File: src/rtl/host_sched_pkg.sv
// host_sched_pkg: shared FSM states, scheduling modes and queue-id sizing
package host_sched_pkg;
    typedef enum logic [1:0] {
        IDLE_S              = 2'd0,
        PRIORITY_SCHEDULE_S = 2'd1,
        GET_BUFID_S         = 2'd2
    } hos_state_t;
    localparam logic MODE_STRICT = 1'b0;
    localparam logic MODE_RR     = 1'b1;
    function automatic int qid_w(input int nq);
        return $clog2(nq + 1);
    endfunction
endpackage

File: src/rtl/host_rr_arbiter.sv
// host_rr_arbiter: picks one requesting queue, lowest index (strict) or first from ptr with wrap (rr)
module host_rr_arbiter
    import host_sched_pkg::*;
#(
    parameter int NQ = 4
) (
    input  logic [NQ-1:0]         req,
    input  logic [$clog2(NQ)-1:0] ptr,
    input  logic                  mode,
    output logic [NQ-1:0]         grant,
    output logic [$clog2(NQ)-1:0] idx
);
    localparam int PW = $clog2(NQ);
    int   j;
    logic found;
    // scan queues in priority order and keep the first one that is requesting
    always_comb begin
        j = 0;
        found = 1'b0;
        idx = '0;
        for (int i = 0; i < NQ; i++) begin
            j = (mode == MODE_STRICT) ? i : (int'(ptr) + i) % NQ;
            if (!found && req[j]) begin
                found = 1'b1;
                idx = PW'(j);
            end
        end
        grant = found ? (NQ'(1) << idx) : '0;
    end
endmodule

File: src/rtl/host_queue_scheduler.sv
// host_queue_scheduler: forwards TS descriptors first, then non-TS queue descriptors by strict or rr choice
module host_queue_scheduler
    import host_sched_pkg::*;
#(
    parameter int DESC_W = 13,
    parameter int NQ     = 4,
    parameter int CNT_W  = 16
) (
    input  logic                     i_clk,
    input  logic                     i_rst,
    input  logic [DESC_W-1:0]        iv_ts_descriptor,
    input  logic                     i_ts_descriptor_wr,
    output logic                     o_ts_descriptor_scheduled,
    input  logic [NQ-1:0]            iv_fifo_empty,
    output logic [NQ-1:0]            ov_nts_descriptor_rd,
    input  logic [NQ*DESC_W-1:0]     iv_nts_descriptor,
    input  logic                     i_sched_mode,
    input  logic                     i_host_outport_free,
    output logic [DESC_W-1:0]        ov_descriptor,
    output logic                     o_descriptor_wr,
    output logic [qid_w(NQ)-1:0]     ov_queue_id,
    output logic [CNT_W-1:0]         ov_ts_cnt,
    output logic [CNT_W-1:0]         ov_nts_cnt,
    output logic [1:0]               ov_hos_state
);
    localparam int PW = $clog2(NQ);
    localparam int QW = qid_w(NQ);
    hos_state_t    state;
    logic          init;
    logic [PW-1:0] ptr, q_lat, idx;
    logic [NQ-1:0] req, grant;
    assign req = ~iv_fifo_empty;
    assign ov_hos_state = state;
    host_rr_arbiter #(.NQ(NQ)) u_arb (
        .req   (req),
        .ptr   (ptr),
        .mode  (i_sched_mode),
        .grant (grant),
        .idx   (idx)
    );
    // scheduler FSM with registered pulses, descriptor output and statistics
    always_ff @(posedge i_clk) begin
        if (i_rst) begin
            state <= IDLE_S;
            init <= 1'b1;
            ptr <= '0;
            q_lat <= '0;
            o_ts_descriptor_scheduled <= 1'b0;
            ov_nts_descriptor_rd <= '0;
            ov_descriptor <= '0;
            o_descriptor_wr <= 1'b0;
            ov_queue_id <= '0;
            ov_ts_cnt <= '0;
            ov_nts_cnt <= '0;
        end else begin
            o_ts_descriptor_scheduled <= 1'b0;
            o_descriptor_wr <= 1'b0;
            ov_nts_descriptor_rd <= '0;
            case (state)
                IDLE_S: begin
                    ov_descriptor <= '0;
                    ov_queue_id <= '0;
                    init <= 1'b0;
                    if (i_host_outport_free || init) state <= PRIORITY_SCHEDULE_S;
                end
                PRIORITY_SCHEDULE_S: begin
                    if (i_ts_descriptor_wr) begin
                        ov_descriptor <= iv_ts_descriptor;
                        o_descriptor_wr <= 1'b1;
                        o_ts_descriptor_scheduled <= 1'b1;
                        ov_queue_id <= QW'(NQ);
                        ov_ts_cnt <= ov_ts_cnt + 1'b1;
                        state <= IDLE_S;
                    end else if (|req) begin
                        ov_nts_descriptor_rd <= grant;
                        q_lat <= idx;
                        if (i_sched_mode == MODE_RR) ptr <= (idx == PW'(NQ - 1)) ? '0 : idx + 1'b1;
                        state <= GET_BUFID_S;
                    end
                end
                GET_BUFID_S: begin
                    ov_descriptor <= iv_nts_descriptor[int'(q_lat)*DESC_W +: DESC_W];
                    o_descriptor_wr <= 1'b1;
                    ov_queue_id <= QW'(q_lat);
                    ov_nts_cnt <= ov_nts_cnt + 1'b1;
                    state <= IDLE_S;
                end
                default: begin
                    ov_descriptor <= '0;
                    ov_queue_id <= '0;
                    state <= IDLE_S;
                end
            endcase
        end
    end
endmodule

File: config.mk
export PLATFORM = sky130hd
export DESIGN_NAME = host_queue_scheduler
export DESIGN_NICKNAME = d
export VERILOG_FILES = /design/src/rtl/host_sched_pkg.sv /design/src/rtl/host_rr_arbiter.sv /design/src/rtl/host_queue_scheduler.sv
export SDC_FILE = /design/constraint.sdc
export NUM_CORES = 1
export LEC_CHECK = 0
export BUFFER_PORTS_ARGS = -buffer_cell sky130_fd_sc_hd__buf_2
export CORE_MARGIN = 5
export CORE_UTILIZATION = 41
export DETAILED_ROUTE_END_ITERATION = 6
export GPL_TIMING_DRIVEN = 0
export PLACE_DENSITY_LB_ADDON = 0.25
export SETUP_SLACK_MARGIN = 0.02
export SYNTH_ARGS = -nofsm -noshare
export SYNTH_HDL_FRONTEND = slang
export SYNTH_SLANG_ARGS = --single-unit
File: constraint.sdc
create_clock -name i_clk -period 3.4 [get_ports i_clk]
set_input_delay 0.68 -clock i_clk [delete_from_list [all_inputs] [get_ports i_clk]]
set_output_delay 0.68 -clock i_clk [all_outputs]
set_load 0.02 [all_outputs]
* Word level (Yosys, flattened, before mapping)
Cells that the tools add are included.
** Word-level totals
- Bits in registers :: 61
- Bits of input ports :: 74
- Output and inout bits :: 56
- Logic and storage cells :: 91
** Cells by class
- Add/subtract/negate cells :: 6
- Multiply operators :: 1
- Order comparisons :: 4
- Eq/ne operators :: 6
- Shifts and indexed selects :: 2
- Multiplexer cells :: 35
- Bitwise logic cells :: 8
- Reductions and logical operators :: 18
** Operators by type and width (number)
- < comparator 32 x 4 -> 1 bit, second input constant :: 4
- 2-to-1 mux 32 bit :: 3
- variable part select 52 x 7 -> 13 bit :: 1
- adder 16 x 1 -> 16 bit, second input constant :: 2
- one-hot mux 13 bit (2 select lines) :: 1
- 2-to-1 mux 2 bit :: 9
- 2-to-1 mux 1 bit :: 13
- 2-to-1 mux 13 bit :: 1
- binary-select mux 1 bit (select 2 bit) :: 4
- OR reduction 2 bit :: 4
- multiplier 2 x 4 -> 6 bit, second input constant :: 1
- one-hot mux 3 bit (2 select lines) :: 1
- OR reduction 5 bit :: 1
- adder 2 x 1 -> 2 bit, second input constant :: 2
- adder 2 bit, second input constant :: 2
- == test 2 bit, second input constant :: 2
- != test 2 bit, second input constant :: 2
- NOT 1 bit :: 4
- NOT 4 bit :: 1
- one-hot mux 2 bit (2 select lines) :: 1
- AND reduction 2 bit :: 2
- AND reduction 4 bit :: 1
- OR reduction 4 bit :: 1
- << shifter 1 x 2 -> 4 bit, first input constant :: 1
- other kinds (10) :: 16

* Logic depth before layout (Yosys ltp)
Gate-level depths: netlist of run 1.
- Depth after elaboration :: 17
- Mapped depth :: 9
- Depth with buffers taken out :: 8

* By module
Synthesis of run 1 repeated with hierarchy kept, for this count alone.
** Unflattened totals
- Cell total of the unflattened synthesis :: 389
- Area total of the unflattened synthesis :: 3438.3 um^2
** By module, submodules not included
- host_queue_scheduler :: times used 1, cells each 336, area each 3037.9 um^2, sequential area each 1221.2 um^2
- host_rr_arbiter :: times used 1, cells each 53, area each 400.4 um^2, sequential area each 0.0 um^2

* Worst setup path after synthesis of run 1
OpenSTA, ideal clock, no wires.
- Path type :: in2reg
- Start point :: input iv_fifo_empty[0]
- End point :: register ptr[1]
- Library setup time :: 0.132 ns
- Arrival time :: 1.946 ns
- Required time :: 3.268 ns
- Slack :: 1.322 ns
- Stages :: 9
- Buffers on the path :: 1
- Cells stage by stage :: buf_2 > or3b_1 > a21oi_1 > a41oi_1 > o32a_1 > inv_2 > ha_1 > nand3_1 > a21oi_1
** Between the ends
- Cells in the longest elaborated chain, start to end :: 16
- Elaborated cells between the ends (all ways) :: 31
- Those cells by class :: add/sub: 1; eq/ne: 1; mux: 20; bitwise: 1; reduce/logical: 8
** RTL lines
- start, declared :: line host_queue_scheduler.sv:14 : input logic [NQ-1:0] iv_fifo_empty,
- NOT 4 bit (*) :: line host_queue_scheduler.sv:32 : assign req = ~iv_fifo_empty;
- binary-select mux 1 bit (select 2 bit) :: line host_rr_arbiter.sv:23 : if (!found && req[j]) begin
- 2-to-1 mux 1 bit (implied by the code) (2 in a row) :: line host_rr_arbiter.sv:23
- 2-to-1 mux 1 bit :: line host_rr_arbiter.sv:23
- logical NOT 1 bit :: line host_rr_arbiter.sv:23
- logical AND 1 bit :: line host_rr_arbiter.sv:23
- 2-to-1 mux 1 bit :: line host_rr_arbiter.sv:23
- logical NOT 1 bit :: line host_rr_arbiter.sv:23
- logical AND 1 bit :: line host_rr_arbiter.sv:23
- 2-to-1 mux 1 bit :: line host_rr_arbiter.sv:23
- logical NOT 1 bit :: line host_rr_arbiter.sv:23
- logical AND 1 bit :: line host_rr_arbiter.sv:23
- 2-to-1 mux 2 bit (*) :: line host_rr_arbiter.sv:23
- named net idx[1] :: line host_queue_scheduler.sv:30 : logic [PW-1:0] ptr, q_lat, idx;
- adder 2 x 1 -> 2 bit or == test 2 bit (tied branches) :: line host_queue_scheduler.sv:77 : if (i_sched_mode == MODE_RR) ptr <= (idx == PW'(NQ - 1)) ? '0 : idx + 1'b1;
- 2-to-1 mux 2 bit (*) :: line host_queue_scheduler.sv:77
- end signal, assigned :: line host_queue_scheduler.sv:77
- end, declared :: line host_queue_scheduler.sv:30
The timed path passes the listed nets; every way through them passes the cells marked *. The select of a mux whose other input is x is not followed.
A chain may end at the register's enable or synchronous reset.

* Worst setup path after layout of run 1
Ends and elaborated chain as after synthesis.

==> run_results.csv, run 1 <==
group,metric,value,unit
outcome,status,"finished clean",
routing,via_per_inst,5.21,
finish,design_area,4010,um2
synth,synth-seq-cells,61,
clock_tree,cts.sink_count,61,
setup_path,path_cells,"buf_2, buf_2, or3b_1, a21oi_1, a41oi_1, o32a_1, inv_2, ha_1, nand3_1, a21oi_1",
setup_path,worst_path_max_delay_cell,"or3b_1",
pwr,powerDensity,422,nW/um2
finish,drive_above_1_share,36.1,%
floorplan,die_area,9240,um2
clock_tree,cts-hold-fix-buffers,0,
sta,max_freq,502,MHz
synth,yosysUniqueCellTypes,47,
job,maxCapViolCount,0,
finish,area_growth,31.7,%
routing,finalWirelength,8.65,mm
synth,synthCells,334,
synth,avgSynthCellArea,9.11,um2
setup_path,ff2ff_path_depth,8,
floorplan,io_pins,130,
pwr,vdd_ir_drop_max,187,uV
synth,synth_top_area_share,40.1,%
clock_tree,cts_root_buf,"clkbuf_8",
setup_path,worstReg2RegEnd,"ov_ts_cnt[15]",
sta,period_minus_slack,1.99,ns
setup_path,critical_path_class,"input pin to flop",
setup_path,max_stage_delay,0.36,ns
min_path,hold_start,"ov_descriptor[6]",
sta,setup_violations,0,
clock_tree,htree_num_levels,3,
global_routing,grt_pass1_wl,13.3,mm
sta,relSlewSlack,65.1,%
pwr,finalPower,1.69,mW
sta,finalHoldViolations,0,
min_path,hp-class,"flop to flop",
global_routing,grt-ovfl-total,0,
placement,dp_hpwl,6.71,mm
synth,syn-num-nets,415,
finish,n_antenna_cell,0,
routing,drc,0,
routing,dr.pass1.iters,7,
clock_tree,path_clk_slew,0.07,ns
setup_path,reg2reg_setup_slack,1.42,ns
finish,fin_nets,552,
clock_tree,clock_latency,0.35,ns
min_path,min_path_cells,2,
finish,final_cell_mix,"buf_2 (135), dfxtp_1 (61), nand2_1 (39)",
sta,slew_violations,0,
global_routing,grtUsageTotal,18.7,%
global_routing,grt_pass1_vias,2869,
routing,wl_per_cell,15.0,um
floorplan,start_util,42.0,%
floorplan,fp.coreArea,7250,um2
clock_tree,cts_made_buffers,9,
setup_path,crit_arrival,2.20,ns
setup_path,crit_path_end_kind,"flop",
pwr,leakagePower,1.74,nW
sta,finalCritPeriodShare,58.6,%
synth,ys_seq_area_share,40.1,%
sta,setup-tns-final,0,ns
setup_path,path_buf_inv,3,
synth,synth_top_cell_by_area,"dfxtp_1",
setup_path,startpoint_type,"input pin",
setup_path,regToRegStartpoint,"ov_hos_state[1]",
clock_tree,clockBufferDepth,2,
clock_tree,tritoncts,"yes",
global_routing,grt_max_degree,12,
clock_tree,cts_setup_buffers,0,
synth,synthTopCellsByArea,"dfxtp_1 (40%), mux4_2 (9.6%), nand2_1 (4.8%)",
sta,finalClockSkew,0.00875,ns
floorplan,rows,31,
global_routing,antenna_found_initial,0,
synth,syn-cell-area,3040,um2
floorplan,die_w,96.2,um
clock_tree,ctsResizeCount,0,
finish,final_common_cell,"buf_2",
placement,dpl.cell_count,559,
floorplan,fp.dieH,96.2,um
placement,routabilityCongestion,0.880,
synth,yosysWarnings,0,
setup_path,crit_start,"iv_fifo_empty[0]",
placement,port_buffers,126,
min_path,hold_path_end,"ov_descriptor[6]",
finish,nFillCells,704,
routing,first_iter_violations,90,
finish,final_cells,575,
routing,ant_nets,0,
routing,route.vias.total,2997,
setup_path,cp.required,3.61,ns
setup_path,crit_path_max_fanout,10,
setup_path,crit_family,"compound AO/OA/AOI/OAI gates",
sta,worstMarginPinSlew,0.524,ns
placement,dpl_cell_area,3800,um2
sta,rsz0062_at_grt,"no",
[cells in the mapped netlist, drive strengths merged]
cell	instances
nand4	9
nand4bb	2
a21oi	15
o21ai	24
buf	14
o32a	1
dfxtp	61
nor3	1
nand3b	2
o211ai	1
nand2	39
ha	7
mux2i	1
a221oi	1
or3	8
nor4	3
inv	6
and4	5
o41ai	1
nor2	37
a41oi	1
a22oi	15
xnor2	8
and3	7
nor2b	4
o22a	1
nand3	9
and2	1
nand2b	2
nor3b	1
clkbuf	9
a21o	1
mux4	13
xor2	15
nand4b	1
or3b	1
a211oi	3
o21a	2
o2111ai	2
[cells by family after synthesis]
group	synth area share (%)
buf+inv	4.19
compound gates	13.9
simple gates	22.3
xor+xnor	6.62
fa+ha+maj	2.88
flops	40.1
mux	9.95
[cell type report]
type	instances	area, um2	area share (%)
multi-input combinational	244	1690	42.3
sequential	61	1220	30.5
timing repair buffer	126	631	15.7
clock buffer	11	151	3.78
tap	99	124	3.09
buffer	23	105	2.62
clock inverter	5	58.8	1.47
inverter	6	22.5	0.562
[worst max path at each step]
| stage | endpoint | slack (ns) | cells after the start |
|---|---|---|---|
| 2_1_floorplan | ptr[1] | 1.32 | 9 |
| 4_1_cts | ov_ts_cnt[15] | 1.40 | 8 |
| 5_1_grt | ov_ts_cnt[15] | 1.27 | 7 |
| 3_3_place_gp | ptr[1] | 1.06 | 10 |
| 6_report | ptr[1] | 1.41 | 10 |
| 3_5_place_dp | ptr[1] | 1.06 | 10 |
[through the flow]
stage	hold WS, ns	setup slack [ns]	utilization [%]
4_1_cts	0.455	1.40	55.3
3_3_place_gp	0.430	1.06	52.4
5_1_grt	0.475	1.27	55.3
6_report	0.449	1.41	55.3
3_5_place_dp	0.438	1.06	52.4
2_1_floorplan	0.424	1.32	-
[registers in the layout, indices dropped and copies added (netlist names)]
name                       flops
init                           1
o_descriptor_wr                1
o_ts_descriptor_scheduled      1
ov_descriptor                 13
ov_hos_state                   2
ov_nts_cnt                    16
ov_nts_descriptor_rd           4
ov_queue_id                    3
ov_ts_cnt                     16
ptr                            2
q_lat                          2
[worst register-to-register path, stage by stage (launching register included)]
cell and delay [ns]:
dfxtp_1 0.35, inv_1 0.12, ha_1 0.16, buf_4 0.15
nand2_1 0.10, nor2_1 0.42, nand3_4 0.14, or3_1 0.36
a21oi_1 0.13
[power breakdown]
group | internal, mW | switching, mW | total (mW)
registers | 0.735 | 0.0174 | 0.753
clock network | 0.378 | 0.291 | 0.669
logic | 0.121 | 0.147 | 0.268
[per-layer routing]
layer,vias to the layer above,global-route usage (%),part of all wire (%)
li1,1470,-,-
met1,1416,23.4,44
met2,92,30.0,47
met3,19,4.69,6.8
met4,0,8.89,2.3
met5,-,0,0
No activity file was read; power rests on OpenSTA's default activity.
==> run 2, diff against run 1 <==
==> constraint.sdc (replaced) <==
create_clock -name i_clk -period 1.6 [get_ports i_clk]
set_input_delay 0.32 -clock i_clk [delete_from_list [all_inputs] [get_ports i_clk]]
set_output_delay 0.32 -clock i_clk [all_outputs]
set_load 0.02 [all_outputs]
==> run_results.csv, run 2 (synthesized netlist as in run 1, its figures left out) <==
group,metric,value,unit
routing,routed-wl-met3,505,um
placement,routabilityCongestion,0.914,
floorplan,start_util,42.0,%
finish,drive_above_1_share,47.3,%
sta,slew_violations,0,
sta,finalCritPeriodShare,105,%
setup_path,crit_path_end_kind,"flop",
clock_tree,cts-hold-fix-buffers,0,
sta,rsz0062_at_grt,"yes",
clock_tree,clockBufferDepth,2,
placement,dp_hpwl,6.65,mm
floorplan,io_pins,130,
sta,relSlewSlack,61.5,%
routing,ant_nets,0,
routing,wl_per_cell,15.6,um
routing,finalWirelength,9.24,mm
finish,fin_util,60.8,%
sta,hold-worst-slack,0.283,ns
global_routing,antenna_found_initial,0,
routing,drt-met1-wl,4.06,mm
finish,design_area,4410,um2
sta,layout_setup_ws,-0.0802,ns
pwr,powerDensity,798,nW/um2
pwr,finalPower,3.51,mW
job,maxCapViolCount,0,
setup_path,crit_arrival,1.87,ns
pwr,leakagePower,1.92,nW
sta,setup_violations,2,
placement,dpl_cell_area,3900,um2
finish,area_growth,44.8,%
routing,dr.pass1.iters,4,
sta,max_freq,595,MHz
clock_tree,cts_root_buf,"clkbuf_8",
sta,worstMarginPinSlew,0.577,ns
sta,finalHoldViolations,0,
routing,highest-signal-layer,"met4",
sta,period_minus_slack,1.68,ns
finish,n_antenna_cell,0,
outcome,violations,"negative setup slack",
floorplan,fp.dieH,96.2,um
setup_path,crit_path_max_fanout,5,
sta,setup-tns-final,-0.136,ns
pwr,vdd_ir_drop_max,384,uV
floorplan,fp.coreArea,7250,um2
global_routing,grt-ovfl-total,0,
min_path,hp-class,"input pin to flop",
setup_path,critical_path_class,"flop to flop",
clock_tree,path_clk_slew,0.07,ns
setup_path,cp.required,1.79,ns
floorplan,die_area,9240,um2
finish,top_regs,"ov_nts_cnt x16, ov_ts_cnt x16, ov_descriptor x13",
clock_tree,htree_num_levels,3,
global_routing,grt_pass1_wl,14.4,mm
placement,port_buffers,126,
clock_tree,cts.sink_count,61,
global_routing,grtUsageTotal,19.9,%
routing,route.vias.total,3077,
outcome,status,"complete, but fails checks",
finish,final_common_cell,"buf_2",
global_routing,grt_max_degree,12,
finish,final_cells,592,
routing,first_iter_violations,113,
floorplan,die_w,96.2,um
clock_tree,clock_latency,0.33,ns
routing,via_per_inst,5.20,
routing,drc,0,
floorplan,rows,31,
placement,dp_slack,-0.342,ns
finish,fin_nets,569,
finish,final_cell_mix,"buf_2 (130), dfxtp_1 (50), nand2_1 (37)",
global_routing,grt_pass1_vias,3083,
clock_tree,tritoncts,"yes",
sta,finalClockSkew,0.00696,ns
placement,dpl.cell_count,559,
setup_path,startpoint_type,"flop",
clock_tree,cts_made_buffers,9,
routing,wl_met2,4.49,mm
run 2: changes by cell type in the layout (fill, tap and decap cells not counted), sizes merged:
cell      previous run  this run
clkbuf              20        18
clkinv               2         4
bufinv               1         0
clkinvlp             2         0
buf                140       159
nand4                9        10
run 2: layout make-up:
class / count / area [um2]
Sequential cell: 61 / 1250
Buffer: 20 / 168
Tap cell: 99 / 124
Clock buffer: 12 / 145
Clock inverter: 4 / 23.8
Multi-Input combinational cell: 245 / 1890
Timing Repair Buffer: 145 / 785
Inverter: 6 / 25.0
Fill cell: 678 / 2850
run 2: layer usage:
metal | vias to the layer above | GRT usage [%]
met3 | 17 | 2.97
met2 | 84 | 33.9
met4 | 0 | 7.35
met5 | - | 0
met1 | 1464 | 25.2
li1 | 1512 | -
run 2: path summary, 6_finish.rpt:
path | start | endpoint | slack, ns | depth (start not counted)
setup / recovery | ptr[1] | ptr[1] | -0.08 | 8
hold / removal | iv_ts_descriptor[9] | ov_descriptor[9] | 0.28 | 3
hold reg to reg | ov_descriptor[9] | ov_descriptor[9] | 0.45 | 2
setup reg to reg | ptr[1] | ptr[1] | -0.08 | 8
run 2: report_power, final:
part	leakage, nW	internal, mW	total, mW	switching (mW)
clock	0.0901	0.601	1.21	0.607
combinational	1.33	0.345	0.703	0.358
sequential	0.500	1.56	1.60	0.0431
run 2: critical path, stage by stage, from the launching register on:
cell and delay [ns]:
dfxtp_4 0.36, buf_6 0.13, o2111ai_2 0.15, o211ai_1 0.11
o32a_1 0.39, inv_2 0.10, ha_4 0.19, nand3_2 0.06
a21oi_2 0.05
run 2: timing repair:
item	in CTS	in global routing
endpoints found under the setup margin	36	33
pin swaps	10	10
cloned	3	0
resized for setup	30	32
buffers inserted	12	5
